===== src/rtl/matrix_frame_scheduler.sv =====
// matrix_frame_scheduler
//   Drives an 8x8 LED matrix from a double-buffered 64-bit frame store.
//   Two requesters (A, B) offer frames via valid/ready handshakes; a
//   round-robin arbiter accepts at most one frame per cycle into the
//   pending buffer. The pending frame is swapped into the display buffer
//   at the end of a full scan (row 7 terminal count), so a frame is never
//   torn mid-scan.
//
// Ports
//   CLK, RST          clock; synchronous active-high reset
//   a_valid/a_data    requester A frame offer (bit r*8+c = row r, col c)
//   a_ready           requester A accepted this cycle (combinational)
//   b_valid/b_data    requester B frame offer
//   b_ready           requester B accepted this cycle (combinational)
//   oe                display enable; blanks rows/columns when low
//   rows              registered one-hot row select
//   columns           registered column data of the selected row
//   frame_sync        one-cycle pulse following a buffer swap
//   last_grant        requester of the most recently accepted frame (0=A, 1=B)

module matrix_frame_scheduler #(
  parameter int ROW_DIV = 65536
) (
  input  logic        CLK,
  input  logic        RST,
  input  logic        a_valid,
  input  logic [63:0] a_data,
  output logic        a_ready,
  input  logic        b_valid,
  input  logic [63:0] b_data,
  output logic        b_ready,
  input  logic        oe,
  output logic [7:0]  rows,
  output logic [7:0]  columns,
  output logic        frame_sync,
  output logic        last_grant
);

  // 24 bits covers the full legal ROW_DIV range (terminal count <= 2^24-1).
  localparam logic [23:0] PRESC_TC = 24'(ROW_DIV - 1);

  logic [63:0] disp;
  logic [63:0] pend;
  logic        pend_full;
  logic [23:0] presc;
  logic [2:0]  row_idx;

  logic        tick;
  logic        wrap;
  logic        xfer_a;
  logic        xfer_b;
  logic [63:0] xfer_data;

  assign tick = (presc == PRESC_TC);
  assign wrap = tick && (row_idx == 3'd7);

  // Round-robin: when both offer, the requester not granted last time wins.
  always_comb begin
    a_ready = 1'b0;
    b_ready = 1'b0;
    if (!pend_full) begin
      a_ready = a_valid && (!b_valid || last_grant);
      b_ready = b_valid && (!a_valid || !last_grant);
    end
  end

  assign xfer_a    = a_valid && a_ready;
  assign xfer_b    = b_valid && b_ready;
  assign xfer_data = xfer_b ? b_data : a_data;

  // Scan timing runs continuously, independent of oe, so re-enabling the
  // display resumes at the row the scan would have reached anyway.
  always_ff @(posedge CLK) begin
    if (RST) begin
      presc   <= '0;
      row_idx <= '0;
    end else if (tick) begin
      presc   <= '0;
      row_idx <= row_idx + 3'd1;
    end else begin
      presc   <= presc + 24'd1;
    end
  end

  // A transfer is only possible with pend_full low, so it can never collide
  // with the swap that clears pend_full.
  always_ff @(posedge CLK) begin
    if (RST) begin
      disp       <= '0;
      pend       <= '0;
      pend_full  <= 1'b0;
      last_grant <= 1'b1;
      frame_sync <= 1'b0;
    end else begin
      frame_sync <= wrap && pend_full;
      if (wrap && pend_full) begin
        disp      <= pend;
        pend_full <= 1'b0;
      end
      if (xfer_a || xfer_b) begin
        pend       <= xfer_data;
        pend_full  <= 1'b1;
        last_grant <= xfer_b;
      end
    end
  end

  always_ff @(posedge CLK) begin
    if (RST) begin
      rows    <= 8'h00;
      columns <= 8'h00;
    end else if (oe) begin
      rows    <= 8'h01 << row_idx;
      columns <= disp[{row_idx, 3'b000} +: 8];
    end else begin
      rows    <= 8'h00;
      columns <= 8'h00;
    end
  end

endmodule


===== config.mk =====
export PLATFORM = sky130hd
export DESIGN_NAME = matrix_frame_scheduler
export DESIGN_NICKNAME = d
export VERILOG_FILES = /design/src/rtl/matrix_frame_scheduler.sv
export SDC_FILE = /design/constraint.sdc
export NUM_CORES = 1
export LEC_CHECK = 0
export ABC_AREA = 1
export CAP_MARGIN = 20
export CORE_UTILIZATION = 40
export CTS_BUF_LIST = sky130_fd_sc_hd__clkbuf_8
export DETAILED_ROUTE_END_ITERATION = 6
export PLACE_DENSITY = 0.66
export SLEW_MARGIN = 10
export SYNTH_ARGS = -nofsm -noshare
export SYNTH_HDL_FRONTEND = slang
export SYNTH_SLANG_ARGS = --single-unit

===== constraint.sdc =====
create_clock -name CLK -period 1.55 [get_ports CLK]
set_input_delay 0.155 -clock CLK [delete_from_list [all_inputs] [get_ports CLK]]
set_output_delay 0.155 -clock CLK [all_outputs]
set_load 0.02 [all_outputs]

==> results of run 1 <==
## layout make-up
class                      count  area [um^2]  area share
clock buffer                  17        234.0     0.01950
clock inverter                15        138.9     0.01157
inverter                     220        828.3     0.06902
multi-input combinational    833         4016      0.3347
sequential                   174         3488      0.2907
tap                          270        337.8     0.02815
timing repair buffer         265         2958      0.2465
## what timing repair did
item,CTS,global route
buffers inserted,9,13
gates cloned,2,17
hold buffers,0,0
pin swaps,1,18
setup endpoints to repair,75,155
gates resized for setup,46,171
## placed cells by master, fill, tap and decap left out, types with 4 or more instances in the layout
cell type,n
a21oi_1,104
a21oi_2,19
buf_12,15
buf_4,63
buf_6,10
buf_8,9
clkbuf_16,15
clkbuf_8,17
clkdlybuf4s50_1,131
dfxtp_1,170
dfxtp_2,4
dlygate4sd2_1,18
ha_1,5
inv_1,215
inv_2,4
inv_6,4
nand2_1,341
nand2_2,28
nand2_4,7
nand3_1,7
nand4_1,4
nor2_1,152
nor2_2,22
nor2_4,9
nor3b_1,5
o21ai_0,54
o21ai_1,36
o21ai_2,11
or2_2,8
xnor2_1,4
xor2_1,4
## power groups by stage
stage | combinational [mW] | sequential [mW] | clock (mW)
after floorplan | 0.709 | 4.90 | 0
after global placement | 1.34 | 4.93 | 0
after detailed placement | 1.36 | 4.93 | 0
after CTS | 1.40 | 4.84 | 3.11
after global routing | 2.02 | 4.88 | 3.34
final | 1.83 | 4.85 | 3.05
## synth_stat cells (all sizes together)
master | n | area [um^2]
a21oi | 125 | 629.4
a31oi | 1 | 6.260
buf | 27 | 171.4
clkbuf | 42 | 157.7
clkinv | 2 | 7.510
dfxtp | 174 | 3483
ha | 6 | 75.07
inv | 218 | 818.3
nand2 | 376 | 1414
nand3 | 8 | 45.04
nand3b | 2 | 15.01
nand4 | 5 | 37.53
nor2 | 183 | 701.9
nor3 | 1 | 5.000
nor3b | 5 | 37.54
o211ai | 1 | 7.510
o21ai | 102 | 510.5
or2 | 10 | 62.56
xnor2 | 4 | 35.03
xor2 | 4 | 35.03
## worst paths after layout
| check | from | slack, ps | endpoint | cells after the start |
|---|---|---|---|---|
| setup / recovery | presc[1]$_SDFF_PP0_ | -130 | disp[8]$_SDFFE_PP0P_ | 11 |
| setup reg to reg | presc[1]$_SDFF_PP0_ | -130 | disp[8]$_SDFFE_PP0P_ | 11 |
| hold / removal | RST | 170 | frame_sync$_SDFF_PP0_ | 3 |
| hold reg to reg | pend[42]$_SDFFE_PP0P_ | 480 | disp[42]$_SDFFE_PP0P_ | 2 |
## flip-flops by register name, indices dropped and copies added (netlist names)
name / flops
last_grant: 1
presc: 24
pend: 64
rows: 8
frame_sync: 1
columns: 8
row_idx: 3
disp: 64
pend_full: 1
## per-layer routing
metal / vias to the layer above / global-route usage
met5: - / 0
met4: 0 / 0.06000
met3: 26 / 0.04075
met2: 172 / 0.3371
met1: 3635 / 0.2534
li1: 4338 / -
## worst max-delay path: cells and delay by family, from the launching register on
kind	cells	cell delay [ps]
DFF	1	360
and+or+nand+nor	8	730
adders and majority gates	1	150
buffers and inverters	2	370
## stage by stage
stage	setup slack (ps)	TNS, ps	std cells	total power [mW]
final	-128.3	-5721	1794	9.725
after global routing	-225.8	-15660	1794	10.24
after CTS	-94.18	-3072	1765	9.349
after detailed placement	-136.8	-7368	1723	6.292
after global placement	-105.8	-5568	1723	6.268
after floorplan	-31.75	-1588	1296	5.605
## logic make-up after synthesis
| logic type | count (synthesis) | synth area share |
|---|---|---|
| AO/OA/AOI/OAI | 229 | 0.1397 |
| AND/OR/NAND/NOR | 590 | 0.2808 |
| adder cells (fa/ha/maj) | 6 | 0.009093 |
| flip-flops | 174 | 0.4219 |
| buffers and inverters | 289 | 0.1399 |
| XOR/XNOR | 8 | 0.008487 |
==> summary.md, run 1 <==
| Metric | Value |
|---|---|
| Max Slew Vio Count | `0` |
| Global route overflow | `0` |
| Max cap viols | `0` |
| Vias per cell | `4.555` |
| 1st-iter DRT viols | `499` |
| Die span in y | `145.7 um` |
| Worst-margin pin slew | `373.9 ps` |
| DR WL met3 | `1047 um` |
| Hpwl dp | `14,280 um` |
| Vias in the first global route | `7,280` |
| WL met1 | `10,520 um` |
| Max VDD drop | `472.9 uV` |
| Num CTS Buffers | `17` |
| Setup ws final | `-128.3 ps` |
| CTS tree | `done` |
| Sequential share of power | `0.499` |
| Routed vias | `8,171` |
| Crit path cell chain | `ha_4, nand2_4, nor2_4, nand2_2, nor2_4, nand4_4, buf_12, clkbuf_16, nand2_1, nand2_1, nor2_1` |
| Critical path class | `register to register` |
| RSZ-0062 raised after global routing | `true` |
| Mapped Cells | `1,296` |
| Mapped Nets | `1,435` |
| I/O pin cnt | `153` |
| Chip Width | `145.7 um` |
| Sw frac | `0.2842` |
| Failing checks | `setup timing` |
| Core Util, Final | `0.5931` |
| CP peak stage delay | `360 ps` |
| Max Clk Rate | `595.8 MHz` |
| Critical Path Fanout Max | `16` |
| Fin crit share | `1.083` |
| Syn Std Cell Area | `8255 um^2` |
| Internal power | `6.961 mW` |
| Drt wl/cell | `12.65 um` |
| DRT Pass-1 Iters | `6` |
| Number of port buffers | `152` |
| Clock power share | `0.313` |
| Layout area overhead | `45.38%` |
| Final Hold Vio Count | `0` |
| Clock period minus worst slack | `1678 ps` |
| Highest routed layer | `met4` |
| Metal2 WL | `10,850 um` |
| HP Class | `input pin to register` |
| Placer Congestion | `0.8225` |
| NetSw | `2.764 mW` |
| Reg clk slew, reported paths | `100 ps` |
| Post-synthesis sequential area ratio | `0.4219` |
| Crit-path slowest cell | `dfxtp_2` |
| Worst slew margin | `0.7507` |
| Nets@finish | `1,650` |
| Post-synth cell types | `30` |
| Clk buf depth | `2` |
| Inserted Diodes | `0` |
| H-tree levels | `4` |
| First-pass GRT wire length | `33,970 um` |
| Die area | `21,220 um^2` |
| Pleak | `5.948 nW` |
| Pwr Density | `810.3 nW/um^2` |
| # fillers | `1,836` |
| Startpoint types | `register` |
| Worst Skew | `11.92 ps` |
| Status | `finished with violations` |
| Mean Syn Cell Area | `6.370 um^2` |
| Yosys Warn Count | `0` |
| Post-route ant nets | `0` |
| CTS root buffer | `clkbuf_8` |
| Critical Path Sink Type | `register` |
| Largest net degree at the start of global routing | `69` |
| Placed inst area | `10,530 um^2` |
| Req. time, crit path | `1970 ps` |
| Initial Util | `0.4080` |
| Initial antenna violation count | `0` |
| Share of layout cells above drive strength 1 | `0.1745` |
| WP data arrival | `2100 ps` |
| Hold slack | `174.4 ps` |
| CTS Sinks | `174` |
| Row cnt | `52` |
| Drt total wl | `22,700 um` |
| Final setup fails | `78` |
| Logic pwr share | `0.188` |
| Synthesized flop and latch total | `174` |
| GRT Overall Usage | `0.1988` |
| DR DRC count | `0` |
| Clk_lat worst skew | `490 ps` |
| Post-route cell area | `12,000 um^2` |
| Core ar. | `20,230 um^2` |
Power figures use the tool's default switching activity.
==> inputs of run 2 (changes only) <==
SETUP_SLACK_MARGIN = 0.02   (was unset)
==> summary.md, run 2 (synthesis results as in run 1) <==
| Metric | Value |
|---|---|
| Row cnt | `52 (unchanged)` |
| Reg2reg start | `presc[1]$_SDFF_PP0_ (unchanged)` |
| Setup ws final | `-133.5 ps (was -128.3 ps)` |
| Reg clk slew, reported paths | `100 ps (about the same)` |
| CP peak stage delay | `360 ps (about the same)` |
| Max Clk Rate | `594.0 MHz (was 595.8 MHz)` |
| Inserted Diodes | `0 (unchanged)` |
| Nets@finish | `1,636 (was 1,650)` |
| Largest registers | `disp: 64 flops, pend: 64 flops, presc: 24 flops (unchanged)` |
| Fin crit share | `1.086 (was 1.083)` |
| WP data arrival | `2060 ps (was 2100 ps)` |
| Hpwl dp | `13,970 um (was 14,280 um)` |
| Clock period minus worst slack | `1684 ps (was 1678 ps)` |
| Worst slew margin | `0.6314 (was 0.7507)` |
| Core ar. | `20,230 um^2 (unchanged)` |
| WP depth | `10 (was 11)` |
| Number of port buffers | `152 (unchanged)` |
| Multi-input logic area | `3871 um^2 (was 4016 um^2)` |
| Critical path class | `register to register (unchanged)` |
| Clk buf depth | `2 (unchanged)` |
| Die span in y | `145.7 um (unchanged)` |
| Hold slack | `136.1 ps (was 174.4 ps)` |
| Req. time, crit path | `1920 ps (was 1970 ps)` |
| Share of layout cells above drive strength 1 | `0.1464 (was 0.1745)` |
| Global route overflow | `0 (unchanged)` |
| Vias in the first global route | `7,262 (was 7,280)` |
| CTS root buffer | `clkbuf_8 (unchanged)` |
| Vias per cell | `4.495 (was 4.555)` |
| Crit path cell chain | `ha_4, nand2_4, nor2_4, nand2_2, nor2_4, nand4_4, buf_12, buf_4, nor2_1, nor2_1 (was ha_4, nand2_4, nor2_4, nand2_2, nor2_4, nand4_4, buf_12, clkbuf_16, nand2_1, nand2_1, nor2_1)` |
| 1st-iter DRT viols | `446 (was 499)` |
| First-pass GRT wire length | `34,330 um (was 33,970 um)` |
| Clock power share | `0.338 (was 0.313)` |
| Status | `finished with violations (unchanged)` |
| Post-route ant nets | `0 (unchanged)` |
| RR Endpoint | `disp[5]$_SDFFE_PP0P_ (was disp[8]$_SDFFE_PP0P_)` |
| Routed vias | `8,001 (was 8,171)` |
| # fillers | `1,943 (was 1,836)` |
| Worst Skew | `14.01 ps (was 11.92 ps)` |
| Sequential share of power | `0.498 (was 0.499)` |
| Min-Delay Startpoint | `RST (unchanged)` |
| Largest net degree at the start of global routing | `69 (unchanged)` |
| Final setup fails | `89 (was 78)` |
| Final Hold Vio Count | `0 (unchanged)` |
| Layout area overhead | `39.92% (was 45.38%)` |
| CTS Hold Bufs | `0 (unchanged)` |
| Critical Path Fanout Max | `23 (was 16)` |
| Reg-to-reg slack, setup | `-130 ps (about the same)` |
| Internal power | `7.014 mW (was 6.961 mW)` |
| GRT Overall Usage | `0.1985 (was 0.1988)` |
| Num CTS Buffers | `17 (unchanged)` |
| Max VDD drop | `434.8 uV (was 472.9 uV)` |
| Placer Congestion | `0.8533 (was 0.8225)` |
| HP Class | `input pin to register (unchanged)` |
| Cell family with most CP delay | `simple AND/OR/NAND/NOR gates (unchanged)` |
| I/O pin cnt | `153 (unchanged)` |
| CP bufs+invs | `2 (unchanged)` |
| Drt wl/cell | `12.45 um (was 12.65 um)` |
| Die area | `21,220 um^2 (unchanged)` |
| DR DRC count | `0 (unchanged)` |
| NetSw | `2.713 mW (was 2.764 mW)` |
| Most frequent cells in the layout | `nand2_1 (352), inv_1 (213), dfxtp_1 (170), nor2_1 (156), clkdlybuf4s50_1 (131) (was nand2_1 (341), inv_1 (215), dfxtp_1 (170), nor2_1 (152), clkdlybuf4s50_1 (131))` |
| Worst Hold Endpoint | `presc[17]$_SDFF_PP0_ (was frame_sync$_SDFF_PP0_)` |
| Max Slew Vio Count | `0 (unchanged)` |
| Worst-margin pin slew | `552.9 ps (was 373.9 ps)` |
| FF+latch area | `3491 um^2 (was 3488 um^2)` |
| CTS tree | `done (unchanged)` |
| DRT Pass-1 Iters | `5 (was 6)` |
| Startpoint types | `register (unchanged)` |
| Hold path cells | `4 (was 3)` |
| Post-route setup TNS | `-6325 ps (was -5721 ps)` |
| Clk_lat worst skew | `480 ps (was 490 ps)` |
| Logic pwr share | `0.165 (was 0.188)` |
| Pwr Density | `842.0 nW/um^2 (was 810.3 nW/um^2)` |
| Drt total wl | `22,170 um (was 22,700 um)` |
| Failing checks | `setup timing (unchanged)` |
| H-tree levels | `4 (unchanged)` |
| Chip Width | `145.7 um (unchanged)` |
| Pleak | `5.813 nW (was 5.948 nW)` |
| CTS Sinks | `174 (unchanged)` |
| FF-to-FF path depth | `10 (was 11)` |
| Sw frac | `0.2789 (was 0.2842)` |
| Critical Path Sink Type | `register (unchanged)` |
| Crit-path slowest cell | `dfxtp_2 (unchanged)` |
| Leading cell type in the layout, fill and taps excluded | `nand2_1 (unchanged)` |
| RSZ-0062 raised after global routing | `true (unchanged)` |
| Initial Util | `0.4080 (unchanged)` |
| Initial antenna violation count | `0 (unchanged)` |
| Max cap viols | `0 (unchanged)` |
run 2: changes by cell type in the layout (fill, tap and decap cells not counted), moves of 3 or more:
cell	previous run	this run
nand2_1	341	352
nor2_1	152	156
o21ai_1	36	29
a21oi_2	19	2
nor3b_1	5	2
nand2_2	28	19
clkbuf_16	15	6
nor2_4	9	4
a21oi_1	104	122
buf_12	15	9
o21ai_0	54	64
buf_8	9	5
run 2: cell type report:
class / count / share of cell area
clock inverters: 14 / 0.01365
flip-flops and latches: 174 / 0.3022
inverters: 220 / 0.07171
clock buffers: 18 / 0.02145
repair buffers: 251 / 0.2266
well taps: 270 / 0.02925
multi-input cells: 833 / 0.3351
run 2: worst reg2reg max path: stages, from the launching register on:
cell	delay (ps)
dfxtp_2	360
ha_4	150
nand2_4	50
nor2_4	120
nand2_2	80
nor2_4	140
nand4_4	100
buf_12	170
buf_4	220
nor2_1	140
nor2_1	60
run 2: power by group through the flow:
stage                     registers, mW  clock network [mW]  logic, mW
after CTS                          4.83                3.34       1.31
after detailed placement           4.93                   0       1.27
after global placement             4.93                   0       1.26
final                              4.84                3.28       1.60
after global routing               4.86                3.52       1.78
after floorplan                    4.90                   0      0.715
run 2: timing repair:
item,CTS,global route
gates resized for setup,52,105
cloned,4,9
setup buffers,7,9
setup endpoints to repair,112,165
pin swaps,10,20
run 2: worst max-delay path by stage:
stage	end	slack [ps]	startpoint
detailed placement	b_ready	-210	b_valid
floorplan	disp[0]$_SDFFE_PP0P_	-10	presc[1]$_SDFF_PP0_
global placement	b_ready	-180	b_valid
global route	disp[4]$_SDFFE_PP0P_	-230	presc[1]$_SDFF_PP0_
CTS	disp[47]$_SDFFE_PP0P_	-150	presc[0]$_SDFF_PP0_
finish	disp[5]$_SDFFE_PP0P_	-130	presc[1]$_SDFF_PP0_
run 2: per-stage QoR:
stage                     setup slack, ps    util  area, um^2  instances  power (mW)
after CTS                          -151.3  0.5484       11100       1764       9.489
final                              -133.5  0.5709       11550       1780       9.726
after global routing               -234.7  0.5709       11550       1780       10.16
after global placement             -183.8  0.5165       10450       1722       6.182
after floorplan                    -10.26       -        8356       1296       5.611
after detailed placement           -206.1  0.5165       10450       1722       6.199
run 2: metal layers:
layer / up-vias / routed length, um / GRT usage
met4: 0 / 543 / 0.08105
met5: - / 0 / 0
met1: 3496 / 10340 / 0.2554
met3: 33 / 819 / 0.03354
met2: 172 / 10460 / 0.3292
li1: 4300 / - / -
==> inputs of run 3 (changes only) <==
ABC_CLOCK_PERIOD_IN_PS = 1550   (was unset)
CORE_UTILIZATION = 30   (was 40)
PLACE_DENSITY = unset   (was 0.66)
==> summary.md, run 3 (synthesis results as in run 1) <==
| Metric | Value |
|---|---|
| Chip Width | `167.9 um (was 145.7 um)` |
| Drt total wl | `25,320 um (was 22,170 um)` |
| Placer Congestion | `0.8375 (was 0.8533)` |
| CP peak stage delay | `360 ps (about the same)` |
| Internal power | `7.214 mW (was 7.014 mW)` |
| FF-to-FF path depth | `12 (was 10)` |
| Failing checks | `setup timing (unchanged)` |
| Pwr Density | `812.4 nW/um^2 (was 842.0 nW/um^2)` |
| Final Hold Vio Count | `0 (unchanged)` |
| Initial Util | `0.3063 (was 0.4080)` |
| Clock power share | `0.320 (was 0.338)` |
| CTS root buffer | `clkbuf_8 (unchanged)` |
| Largest net degree at the start of global routing | `52 (was 69)` |
| Die span in y | `167.9 um (was 145.7 um)` |
| Max Slew Vio Count | `0 (unchanged)` |
| Reg clk slew, reported paths | `100 ps (about the same)` |
| Hpwl dp | `15,520 um (was 13,970 um)` |
| First-pass GRT wire length | `34,820 um (was 34,330 um)` |
| RSZ-0062 raised after global routing | `true (unchanged)` |
| Largest registers | `disp: 64 flops, pend: 64 flops, presc: 24 flops (unchanged)` |
| Sequential share of power | `0.476 (was 0.498)` |
| Max VDD drop | `494.3 uV (was 434.8 uV)` |
| CTS Sinks | `174 (unchanged)` |
| Worst slew margin | `0.4900 (was 0.6314)` |
| Core ar. | `26,950 um^2 (was 20,230 um^2)` |
| DR DRC count | `0 (unchanged)` |
| Tot Pwr | `10.18 mW (was 9.726 mW)` |
| Cell family with most CP delay | `simple AND/OR/NAND/NOR gates (unchanged)` |
| CTS tree | `done (unchanged)` |
| Most frequent cells in the layout | `nand2_1 (343), inv_1 (214), dfxtp_1 (170), nor2_1 (157), clkdlybuf4s50_1 (131) (was nand2_1 (352), inv_1 (213), dfxtp_1 (170), nor2_1 (156), clkdlybuf4s50_1 (131))` |
| Crit path cell chain | `ha_4, nand2_4, nor2_4, nand2_2, nor2_4, nand4_4, buf_12, buf_6, buf_4, nand2_1, nand2_1, nor2_1 (was ha_4, nand2_4, nor2_4, nand2_2, nor2_4, nand4_4, buf_12, buf_4, nor2_1, nor2_1)` |
| Status | `finished with violations (unchanged)` |
| Number of port buffers | `152 (unchanged)` |
| Setup ws final | `-257.2 ps (was -133.5 ps)` |
| Inst Count DP | `1,801 (was 1,722)` |
| HP Class | `input pin to register (unchanged)` |
| Placed inst area | `10,690 um^2 (was 10,450 um^2)` |
| Worst Hold Endpoint | `row_idx[1]$_SDFFE_PP0N_ (was presc[17]$_SDFF_PP0_)` |
| Nets@finish | `1,679 (was 1,636)` |
| Post-route setup TNS | `-19,030 ps (was -6325 ps)` |
| Die area | `28,190 um^2 (was 21,220 um^2)` |
| Vias per cell | `4.382 (was 4.495)` |
| Final setup fails | `140 (was 89)` |
| Hold path cells | `4 (unchanged)` |
| I/O pin cnt | `153 (unchanged)` |
| Reg-to-reg slack, setup | `-260 ps (was -130 ps)` |
| DRT Pass-1 Iters | `4 (was 5)` |
| Max cap viols | `0 (unchanged)` |
| Pre-CTS setup slack | `-221.2 ps (was -206.1 ps)` |
| Min-Delay Startpoint | `RST (unchanged)` |
| Hold slack | `102.8 ps (was 136.1 ps)` |
| Req. time, crit path | `1960 ps (was 1920 ps)` |
| Num CTS Buffers | `17 (unchanged)` |
| Sw frac | `0.2914 (was 0.2789)` |
| RR Endpoint | `disp[13]$_SDFFE_PP0P_ (was disp[5]$_SDFFE_PP0P_)` |
| Logic pwr share | `0.204 (was 0.165)` |
| Initial antenna violation count | `0 (unchanged)` |
| H-tree levels | `4 (unchanged)` |
| Critical Path Sink Type | `register (unchanged)` |
| 1st-iter DRT viols | `439 (was 446)` |
| Post-route ant nets | `0 (unchanged)` |
| # fillers | `2,704 (was 1,943)` |
| Core Util, Final | `0.4650 (was 0.5709)` |
| Vias in the first global route | `7,237 (was 7,262)` |
| Crit-path slowest cell | `dfxtp_2 (unchanged)` |
| Reg2reg start | `presc[0]$_SDFF_PP0_ (was presc[1]$_SDFF_PP0_)` |
| Post-route cell area | `12,530 um^2 (was 11,550 um^2)` |
| Routed vias | `8,300 (was 8,001)` |
| Share of layout cells above drive strength 1 | `0.2151 (was 0.1464)` |
| Drt wl/cell | `13.37 um (was 12.45 um)` |
| Pleak | `6.127 nW (was 5.813 nW)` |
| Startpoint types | `register (unchanged)` |
| Leading cell type in the layout, fill and taps excluded | `nand2_1 (unchanged)` |
| Inserted Diodes | `0 (unchanged)` |
| Fin crit share | `1.166 (was 1.086)` |
| GRT Overall Usage | `0.1556 (was 0.1985)` |
| Global route overflow | `0 (unchanged)` |
| Worst-margin pin slew | `765.0 ps (was 552.9 ps)` |
| Critical path class | `register to register (unchanged)` |
| CP bufs+invs | `3 (was 2)` |
| Clk_lat worst skew | `480 ps (about the same)` |
| Final std cells w/o fill | `1,894 (was 1,780)` |
| Clock period minus worst slack | `1807 ps (was 1684 ps)` |
| NetSw | `2.966 mW (was 2.713 mW)` |
| WP data arrival | `2210 ps (was 2060 ps)` |
| Critical Path Fanout Max | `5 (was 23)` |
| Worst Skew | `14.48 ps (was 14.01 ps)` |
| Layout area overhead | `51.80% (was 39.92%)` |
| Clk buf depth | `2 (unchanged)` |
| Row cnt | `60 (was 52)` |
| Max Clk Rate | `553.3 MHz (was 594.0 MHz)` |
| WP depth | `12 (was 10)` |
[run 3: repair_timing]
| action | 4_1_cts | 5_1_grt |
|---|---|---|
| buffers inserted | 12 | 26 |
| pin swaps | 5 | 38 |
| hold buffers | 0 | 0 |
| cloned | 3 | 21 |
| resized for setup | 64 | 233 |
| endpoints found under the setup margin | 117 | 159 |
[run 3: power by group through the flow]
stage / clock network [mW] / registers, mW / logic [mW]
floorplan: 0 / 4.90 / 0.715
global placement: 0 / 4.92 / 1.34
detailed placement: 0 / 4.93 / 1.36
CTS: 3.33 / 4.83 / 1.42
global route: 3.50 / 4.87 / 2.27
finish: 3.25 / 4.85 / 2.08
[run 3: worst reg2reg max path: cells and delay by family, from the launching register on]
kind,cells,cell delay [ps]
flip-flops,1,360
adder cells (fa/ha/maj),1,150
buffers and inverters,3,450
AND/OR/NAND/NOR,8,790
[run 3: cell type report]
cell class / count / area, um^2 / share of cell area
multi-input cells: 833 / 4161 / 0.3321
well taps: 341 / 426.7 / 0.03405
flip-flops and latches: 174 / 3491 / 0.2786
clock buffers: 17 / 234.0 / 0.01867
clock inverters: 15 / 162.7 / 0.01298
repair buffers: 294 / 3224 / 0.2573
inverters: 220 / 832.0 / 0.06639
[run 3: metal layers]
layer,share of wire,global-route usage,up-vias
met5,0,0,-
li1,-,-,4395
met4,0.0064,0.03869,0
met1,0.48,0.2022,3732
met2,0.48,0.2632,160
met3,0.034,0.03056,13
[run 3: worst max path at each step]
stage | from | to | slack (ps)
after floorplan | presc[1]$_SDFF_PP0_ | disp[0]$_SDFFE_PP0P_ | -10
after global placement | a_valid | a_ready | -210
after detailed placement | presc[1]$_SDFF_PP0_ | disp[9]$_SDFFE_PP0P_ | -220
after CTS | presc[1]$_SDFF_PP0_ | disp[43]$_SDFFE_PP0P_ | -180
after global routing | presc[0]$_SDFF_PP0_ | disp[51]$_SDFFE_PP0P_ | -350
final | presc[0]$_SDFF_PP0_ | disp[13]$_SDFFE_PP0P_ | -260
